<file path="src/rtl/quadrature_gen.sv">
// Command-driven quadrature encoder emulator producing A/B/Z waveforms.
// Each accepted command walks the stage ring a given number of steps at a fixed cadence.
module quadrature_gen #(
    parameter int COUNTER_WIDTH = 32,
    parameter int INDEX_PERIOD  = 0,
    parameter int RESET_STAGE   = 0
) (
    input  logic                     clk,
    input  logic                     rst_n,
    input  logic                     cmd_valid,
    output logic                     cmd_ready,
    input  logic [COUNTER_WIDTH-1:0] cmd_steps,
    input  logic [COUNTER_WIDTH-1:0] cmd_period,
    input  logic                     cmd_dir,
    input  logic                     cmd_fault,
    input  logic                     abort,
    input  logic                     position_clear,
    output logic                     out_a,
    output logic                     out_b,
    output logic                     out_z,
    output logic                     busy,
    output logic                     done,
    output logic [COUNTER_WIDTH-1:0] position
);
    // state | meaning
    // IDLE  | waiting for a command, cmd_ready high
    // RUN   | counting period cycles and advancing the stage
    typedef enum logic {IDLE, RUN} state_t;

    function automatic logic [1:0] stage_code(input logic [1:0] s);
        case (s)
            2'd0:    return 2'b11;
            2'd1:    return 2'b10;
            2'd2:    return 2'b00;
            default: return 2'b01;
        endcase
    endfunction

    localparam logic [1:0]               RST_STAGE = 2'(RESET_STAGE);
    localparam logic [1:0]               RST_CODE  = stage_code(RST_STAGE);
    localparam logic [COUNTER_WIDTH-1:0] ONE       = COUNTER_WIDTH'(1);
    localparam bit                       IDX_EN    = (INDEX_PERIOD != 0);
    localparam logic [COUNTER_WIDTH-1:0] IDX_LAST  =
        (INDEX_PERIOD > 0) ? COUNTER_WIDTH'(INDEX_PERIOD - 1) : '0;

    state_t                   state, state_nxt;
    logic [1:0]               stage, stage_nxt;
    logic [COUNTER_WIDTH-1:0] timer, timer_nxt;
    logic [COUNTER_WIDTH-1:0] remaining, remaining_nxt;
    logic [COUNTER_WIDTH-1:0] period_q, period_nxt;
    logic [COUNTER_WIDTH-1:0] idx, idx_nxt;
    logic [COUNTER_WIDTH-1:0] position_nxt;
    logic                     dir_q, dir_nxt;
    logic                     fault_q, fault_nxt;
    logic                     done_nxt;
    logic [1:0]               ab_nxt;
    logic                     z_nxt;

    assign busy      = (state == RUN);
    assign cmd_ready = ~busy;

    always_comb begin
        state_nxt     = state;
        stage_nxt     = stage;
        timer_nxt     = timer;
        remaining_nxt = remaining;
        period_nxt    = period_q;
        idx_nxt       = idx;
        position_nxt  = position;
        dir_nxt       = dir_q;
        fault_nxt     = fault_q;
        done_nxt      = 1'b0;

        case (state)
            IDLE: begin
                if (cmd_valid) begin
                    dir_nxt       = cmd_dir;
                    fault_nxt     = cmd_fault;
                    period_nxt    = cmd_period;
                    timer_nxt     = cmd_period;
                    remaining_nxt = cmd_steps;
                    if (cmd_steps == '0) begin
                        done_nxt = 1'b1;
                    end else begin
                        state_nxt = RUN;
                    end
                end
            end
            RUN: begin
                if (abort) begin
                    state_nxt = IDLE;
                end else if (timer != '0) begin
                    timer_nxt = timer - ONE;
                end else begin
                    timer_nxt     = period_q;
                    remaining_nxt = remaining - ONE;
                    // A faulted advance skips a stage and is not counted as motion
                    if (fault_q) begin
                        stage_nxt = stage + 2'd2;
                        fault_nxt = 1'b0;
                    end else if (dir_q) begin
                        stage_nxt    = stage + 2'd1;
                        position_nxt = position + ONE;
                        if (IDX_EN) idx_nxt = (idx == IDX_LAST) ? '0 : idx + ONE;
                    end else begin
                        stage_nxt    = stage - 2'd1;
                        position_nxt = position - ONE;
                        if (IDX_EN) idx_nxt = (idx == '0) ? IDX_LAST : idx - ONE;
                    end
                    if (remaining == ONE) begin
                        state_nxt = IDLE;
                        done_nxt  = 1'b1;
                    end
                end
            end
            default: state_nxt = IDLE;
        endcase

        if (position_clear) position_nxt = '0;

        ab_nxt = stage_code(stage_nxt);
        z_nxt  = IDX_EN && (idx_nxt == '0) && (stage_nxt == 2'd0);
    end

    // Outputs are flopped from the next-stage decode so A/B/Z never glitch
    always_ff @(posedge clk or negedge rst_n) begin
        if (!rst_n) begin
            state     <= IDLE;
            stage     <= RST_STAGE;
            timer     <= '0;
            remaining <= '0;
            period_q  <= '0;
            idx       <= '0;
            position  <= '0;
            dir_q     <= 1'b0;
            fault_q   <= 1'b0;
            done      <= 1'b0;
            out_a     <= RST_CODE[1];
            out_b     <= RST_CODE[0];
            out_z     <= 1'b0;
        end else begin
            state     <= state_nxt;
            stage     <= stage_nxt;
            timer     <= timer_nxt;
            remaining <= remaining_nxt;
            period_q  <= period_nxt;
            idx       <= idx_nxt;
            position  <= position_nxt;
            dir_q     <= dir_nxt;
            fault_q   <= fault_nxt;
            done      <= done_nxt;
            out_a     <= ab_nxt[1];
            out_b     <= ab_nxt[0];
            out_z     <= z_nxt;
        end
    end
endmodule

</file>
<file path="config.mk">
export PLATFORM = sky130hd
export DESIGN_NAME = quadrature_gen
export DESIGN_NICKNAME = d
export VERILOG_FILES = /design/src/rtl/quadrature_gen.sv
export SDC_FILE = /design/constraint.sdc
export NUM_CORES = 1
export LEC_CHECK = 0
export CAP_MARGIN = 10
export CORE_UTILIZATION = 57
export CTS_BUF_LIST = sky130_fd_sc_hd__clkbuf_8 sky130_fd_sc_hd__clkbuf_16
export CTS_CLUSTER_DIAMETER = 150
export DETAILED_ROUTE_END_ITERATION = 6
export PLACE_DENSITY = 0.84
export SETUP_SLACK_MARGIN = 0.15
export SYNTH_ARGS = -nofsm -noshare
export SYNTH_HDL_FRONTEND = slang
export SYNTH_SLANG_ARGS = --single-unit
export TNS_END_PERCENT = 30
</file>
<file path="constraint.sdc">
create_clock -name clk -period 3.4 [get_ports clk]
set_input_delay 0.68 -clock clk [delete_from_list [all_inputs] [get_ports clk]]
set_output_delay 0.68 -clock clk [all_outputs]
set_load 0.005 [all_outputs]
</file>
# Word-level counts from Yosys, hierarchy flattened
# Index checks and enable logic that the tools add are counted.
[op_classes]
n_addsub = 7
n_eq_ne = 9
n_mux = 36
bitwise_logic = 1
n_reduce_logical = 8
[op_table]
columns = ["op", "n"]
rows = [
  ["$mux W32", 12],
  ["$pmux W32 S2", 2],
  ["$sub A32 B1 Y32 const B", 3],
  ["$add A32 B1 Y32 const B", 1],
  ["$eq A32 B1 Y1 const B", 1],
  ["$logic_not A32 Y1", 1],
  ["$reduce_bool A32 Y1", 1],
  ["$mux W1", 13],
  ["$mux W2", 5],
  ["$ne A2 B2 Y1 const B", 5],
  ["$pmux W1 S2", 3],
  ["$pmux W2 S3", 1],
  ["$reduce_and A2 Y1", 2],
  ["$reduce_and A4 Y1", 1],
  ["$reduce_and A3 Y1", 1],
  ["$add A2 B1 Y2 const B", 1],
  ["$add A2 B2 Y2 const B", 1],
  ["$eq A2 B1 Y1 const B", 1],
  ["$eq A2 B2 Y1 const B", 1],
  ["$logic_not A2 Y1", 1],
  ["$ne A2 B1 Y1 const B", 1],
  ["$reduce_bool A2 Y1", 1],
  ["$sub A2 B1 Y2 const B", 1],
  ["$not A1 Y1", 1],
]
[word_totals]
regBits = 136
inputBits = 71
out_inout_bits = 38
wordCells = 72

# Logic depth before layout (Yosys ltp)
[depth]
ltp_word = 8
depth_mapped = 12
depth_no_buf = 11

# Worst setup path after synthesis
# No wires, ideal clock.
[synth_path]
path_kind = "reg-to-reg"
start = "register dir_q"
end = "register position[31]"
setup_ps = 125
arrival_ps = 3012
required_ps = 3275
slack_ps = 263
stages_incl_launch_ff = 10
n_path_buf = 1
synth_period_minus_slack_ps = 3137
cell_sequence = "dfrtp_1 -> inv_1 -> ha_1 -> clkbuf_1 -> nand4_1 -> or4_1 -> a311o_1 -> nand2_1 -> mux2i_1 -> mux2_2"
[synth_between]
elab_chain_cells = 6
[synth_lines]
columns = ["element", "line", "text"]
rows = [
  ["from (decl)", "53", "logic dir_q, dir_nxt;"],
  ["from (signal assigned)", "149", "dir_q <= dir_nxt;"],
  ["$mux W32", "101", "end else if (dir_q) begin"],
  ["$mux W32", "98", "if (fault_q) begin"],
  ["$mux W32", "92", "end else if (timer != '0) begin"],
  ["$mux W32", "90", "if (abort) begin"],
  ["$mux W32", "74", "case (state)"],
  ["$mux W32", "119", "if (position_clear) position_nxt = '0;"],
  ["to (signal assigned)", "148", "position <= position_nxt;"],
  ["to (decl)", "23", "output logic [COUNTER_WIDTH-1:0] position"],
]
# Every way passes these cells. The select of a mux whose other input is x is not followed.
# A chain may end at the register's enable or synchronous reset.

# Worst setup path in the final report
# Ends and elaborated chain as after synthesis.

==> run_results.csv <==
group,metric,value,unit
placement,place_inst,1417,
floorplanning,coreArea,0.0158,mm2
worst_setup_path,worstPathRequired,3720,ps
cts,cts_resized,0,
worst_setup_path,crit_chain,"inv_1 > buf_4 > ha_1 > nand4_1 > or4_1 > a311o_1 > nand2_1 > mux2i_1 > mux2_2",
worst_setup_path,crit_type,"flip-flop to flip-flop",
worst_setup_path,cp_max_fo,10,
worst_setup_path,path_delay_family,"simple AND/OR/NAND/NOR gates",
synthesis,yosysMostFrequentCell,"nand2_1",
synthesis,async_flop_share,1.00,
global_route,grt_first_pass_wirelength,41600,um
timing,final_max_slew_viol_count,0,
synthesis,synth-seq-cells,136,
cts,numCtsBuffers,17,
global_route,grt-ovfl-total,0,
drt,wirelength,25300,um
timing,slew_headroom,0.437,
pwr,ir_drop,0.406,mV
synthesis,synth_edf_count,0,
cells_and_area,fillCellCount,1290,
floorplanning,die_area,0.0166,mm2
cts,h-tree-depth,4,
drt,drtPass1Iterations,6,
pwr,powerDensity,505,mW/mm2
cts,clock_latency,430,ps
global_route,grt_pass1_vias,8557,
synthesis,synth_top_area_frac,0.365,
drt,viasPerCell,6.36,
global_route,grtUsageTotal,0.317,
synthesis,yosysSeqAreaShare,0.370,
cts,cts_hold_buf,0,
floorplanning,die_x,129,um
synthesis,syn_area_per_cell,8.12,um2
worst_setup_path,timing.rr.end,"position[31]$_DFFE_PN0P_",
timing,fmax,324,MHz
worst_setup_path,start_kind,"flip-flop",
cells_and_area,areaGrowthSynthToFinish,20.8,%
synthesis,synth_fp_nets,1242,
cts,clock-sinks,136,
drt,wl_per_cell,17.4,um
timing,setup_ws,314,ps
synthesis,synth.distinct_cells,75,
synthesis,synthCells,1133,
timing,rsz0062_at_grt,"yes",
cts,clk_pin_slew,60,ps
worst_setup_path,rr_worst_depth,9,
drt,ant_nets,0,
worst_setup_path,slowest_stage,"or4_1",
timing,finalSetupViolations,0,
synthesis,yosysWarnings,0,
floorplanning,initial_core_util,0.581,
timing,tightest_slew,837,ps
floorplanning,rows,46,
timing,min_period,3090,ps
timing,min_period_over_period,0.908,
synthesis,synth.area.top_cells,"dfrtp_1 36%, nand2_1 7.1%, a21oi_1 6.4%, ha_1 5.0%, o21ai_0 4.1%",
worst_setup_path,r2r-start,"dir_q$_DFFE_PN0P_",
cts,cts_tree,"done",
placement,pre_cts_slack,331,ps
drt,drc_errors,0,
cts,clockRootBuffer,"clkbuf_16",
timing,finalHoldViolCount,0,
synthesis,post-synth-top-area-cell,"dfrtp_1",
placement,hpwl,17400,um
floorplanning,die_h,129,um
synthesis,ys_top_cells_by_count,"175 x nand2_1, 134 x dfrtp_1, 118 x a21oi_1",
cells_and_area,antenna_cells,0,
floorplanning,ios,109,
min_path,hp-class,"input pin to async pin",
pwr,p_leak,4.67,nW
cells_and_area,fin_nets,1329,
synthesis,synthesis.area,0.00920,mm2
worst_setup_path,cp_num_buf_inv,2,
cts,cts_setup_buffers,0,
drt,drt_iter0_markers,1036,
worst_setup_path,critPathMaxStageDelay,580,ps
placement,gp_congestion,0.947,
run_status,status,"completed",
synthesis,ys.flop_type,"dfrtp_1",
worst_setup_path,reg2reg_setup_slack,310,ps
global_route,grt_antenna_before_repair,0,
worst_setup_path,crit_path_end_kind,"flip-flop",
cts,clock_path_buffers,2,
placement,io_buffers,107,
timing,setup_tns,0,ps
cells_and_area,drive_gt1_frac,0.0762,
cells_and_area,instances_no_fill,1449,
worst_setup_path,arrival,3400,ps
timing,clock_skew,9.50,ps
drt,vias,9216,
global_route,grt_start_max_net_pins,75,
flow_run,maxCapViolCount,0,
[registers in the layout (all words and copies together) (netlist names), 2 cells and up]
signal	cells
remaining	32
timer	32
stage	2
period_q	32
position	32
[where the power goes]
part | switching, mW | leakage, nW | internal [mW] | total, mW
clock network | 0.727 | 0.272 | 1.03 | 1.76
registers | 0.417 | 1.70 | 1.95 | 2.37
logic | 0.857 | 2.69 | 0.626 | 1.48
[placed cells by master (no fill, tap or decap), drive strengths merged, types with 4 or more instances in the layout]
cell type,netlist,routed
clkdlybuf4s50,0,106
and3,7,7
clkbuf,59,19
o211ai,19,19
inv,27,28
a22oi,7,7
nand3,45,45
o21bai,6,6
nand2,175,175
xnor2,14,14
or3,17,17
xor2,7,7
o21ai,76,76
nor3,36,36
clkinv,0,7
or4,12,12
a211oi,8,8
mux2,4,4
dfrtp,134,134
o221ai,14,14
a31oi,17,17
a21oi,118,118
nor4,22,22
mux2i,21,21
nor2,76,76
nor2b,7,7
buf,12,33
o21a,6,6
o22ai,25,25
nand3b,17,17
and2,8,8
o31ai,6,6
a21o,15,15
o21ba,4,4
nor3b,6,6
nand4b,5,5
clkinvlp,0,4
ha,37,37
nand4,17,17
[worst max-delay path by stage]
stage | from | depth (start not counted) | endpoint | slack (ps)
6_report | dir_q$_DFFE_PN0P_ | 9 | position[31]$_DFFE_PN0P_ | 310
5_1_grt | dir_q$_DFFE_PN0P_ | 10 | position[29]$_DFFE_PN0P_ | 130
4_1_cts | dir_q$_DFFE_PN0P_ | 10 | position[28]$_DFFE_PN0P_ | 310
3_5_place_dp | dir_q$_DFFE_PN0P_ | 9 | position[31]$_DFFE_PN0P_ | 330
3_3_place_gp | dir_q$_DFFE_PN0P_ | 9 | position[31]$_DFFE_PN0P_ | 420
2_1_floorplan | dir_q$_DFFE_PN0P_ | 9 | position[31]$_DFFE_PN0P_ | 260
[layout make-up]
type | count | area, um2 | share of cell area
inverters | 27 | 101 | 0.00913
clock buffers | 19 | 453 | 0.0408
repair buffers | 139 | 1340 | 0.120
well taps | 216 | 270 | 0.0243
clock inverters | 13 | 106 | 0.00958
flip-flops and latches | 136 | 3410 | 0.307
multi-input cells | 899 | 5430 | 0.489
[cells by family (layout without fill, tap and decap cells)]
family	after synthesis	count (layout)	synth area share
compound gates	353	353	0.238
buf+inv	98	198	0.0422
flops	136	136	0.370
mux	25	25	0.0278
xor+xnor	21	21	0.0200
fa+ha+maj	38	38	0.0525
other cells	1	1	0.000408
simple gates	461	461	0.249
[routing by layer]
metal	track usage	wire, um	share of wire	vias up
met5	0	0	0	-
met4	0.150	714	0.028	0
met3	0.0549	1790	0.071	68
met2	0.524	12000	0.47	438
met1	0.408	10800	0.43	4363
li1	-	-	-	4347
[stage by stage]
stage	hold WS (ps)	power, mW	cell area (um2)	utilization
floorplan	384	3.32	9200	-
global placement	455	3.76	10500	0.666
detailed placement	461	3.83	10500	0.666
CTS	294	5.60	11100	0.702
global route	335	5.92	11100	0.702
finish	275	5.61	11100	0.702
Note: power is estimated with default switching activity, not from simulation.
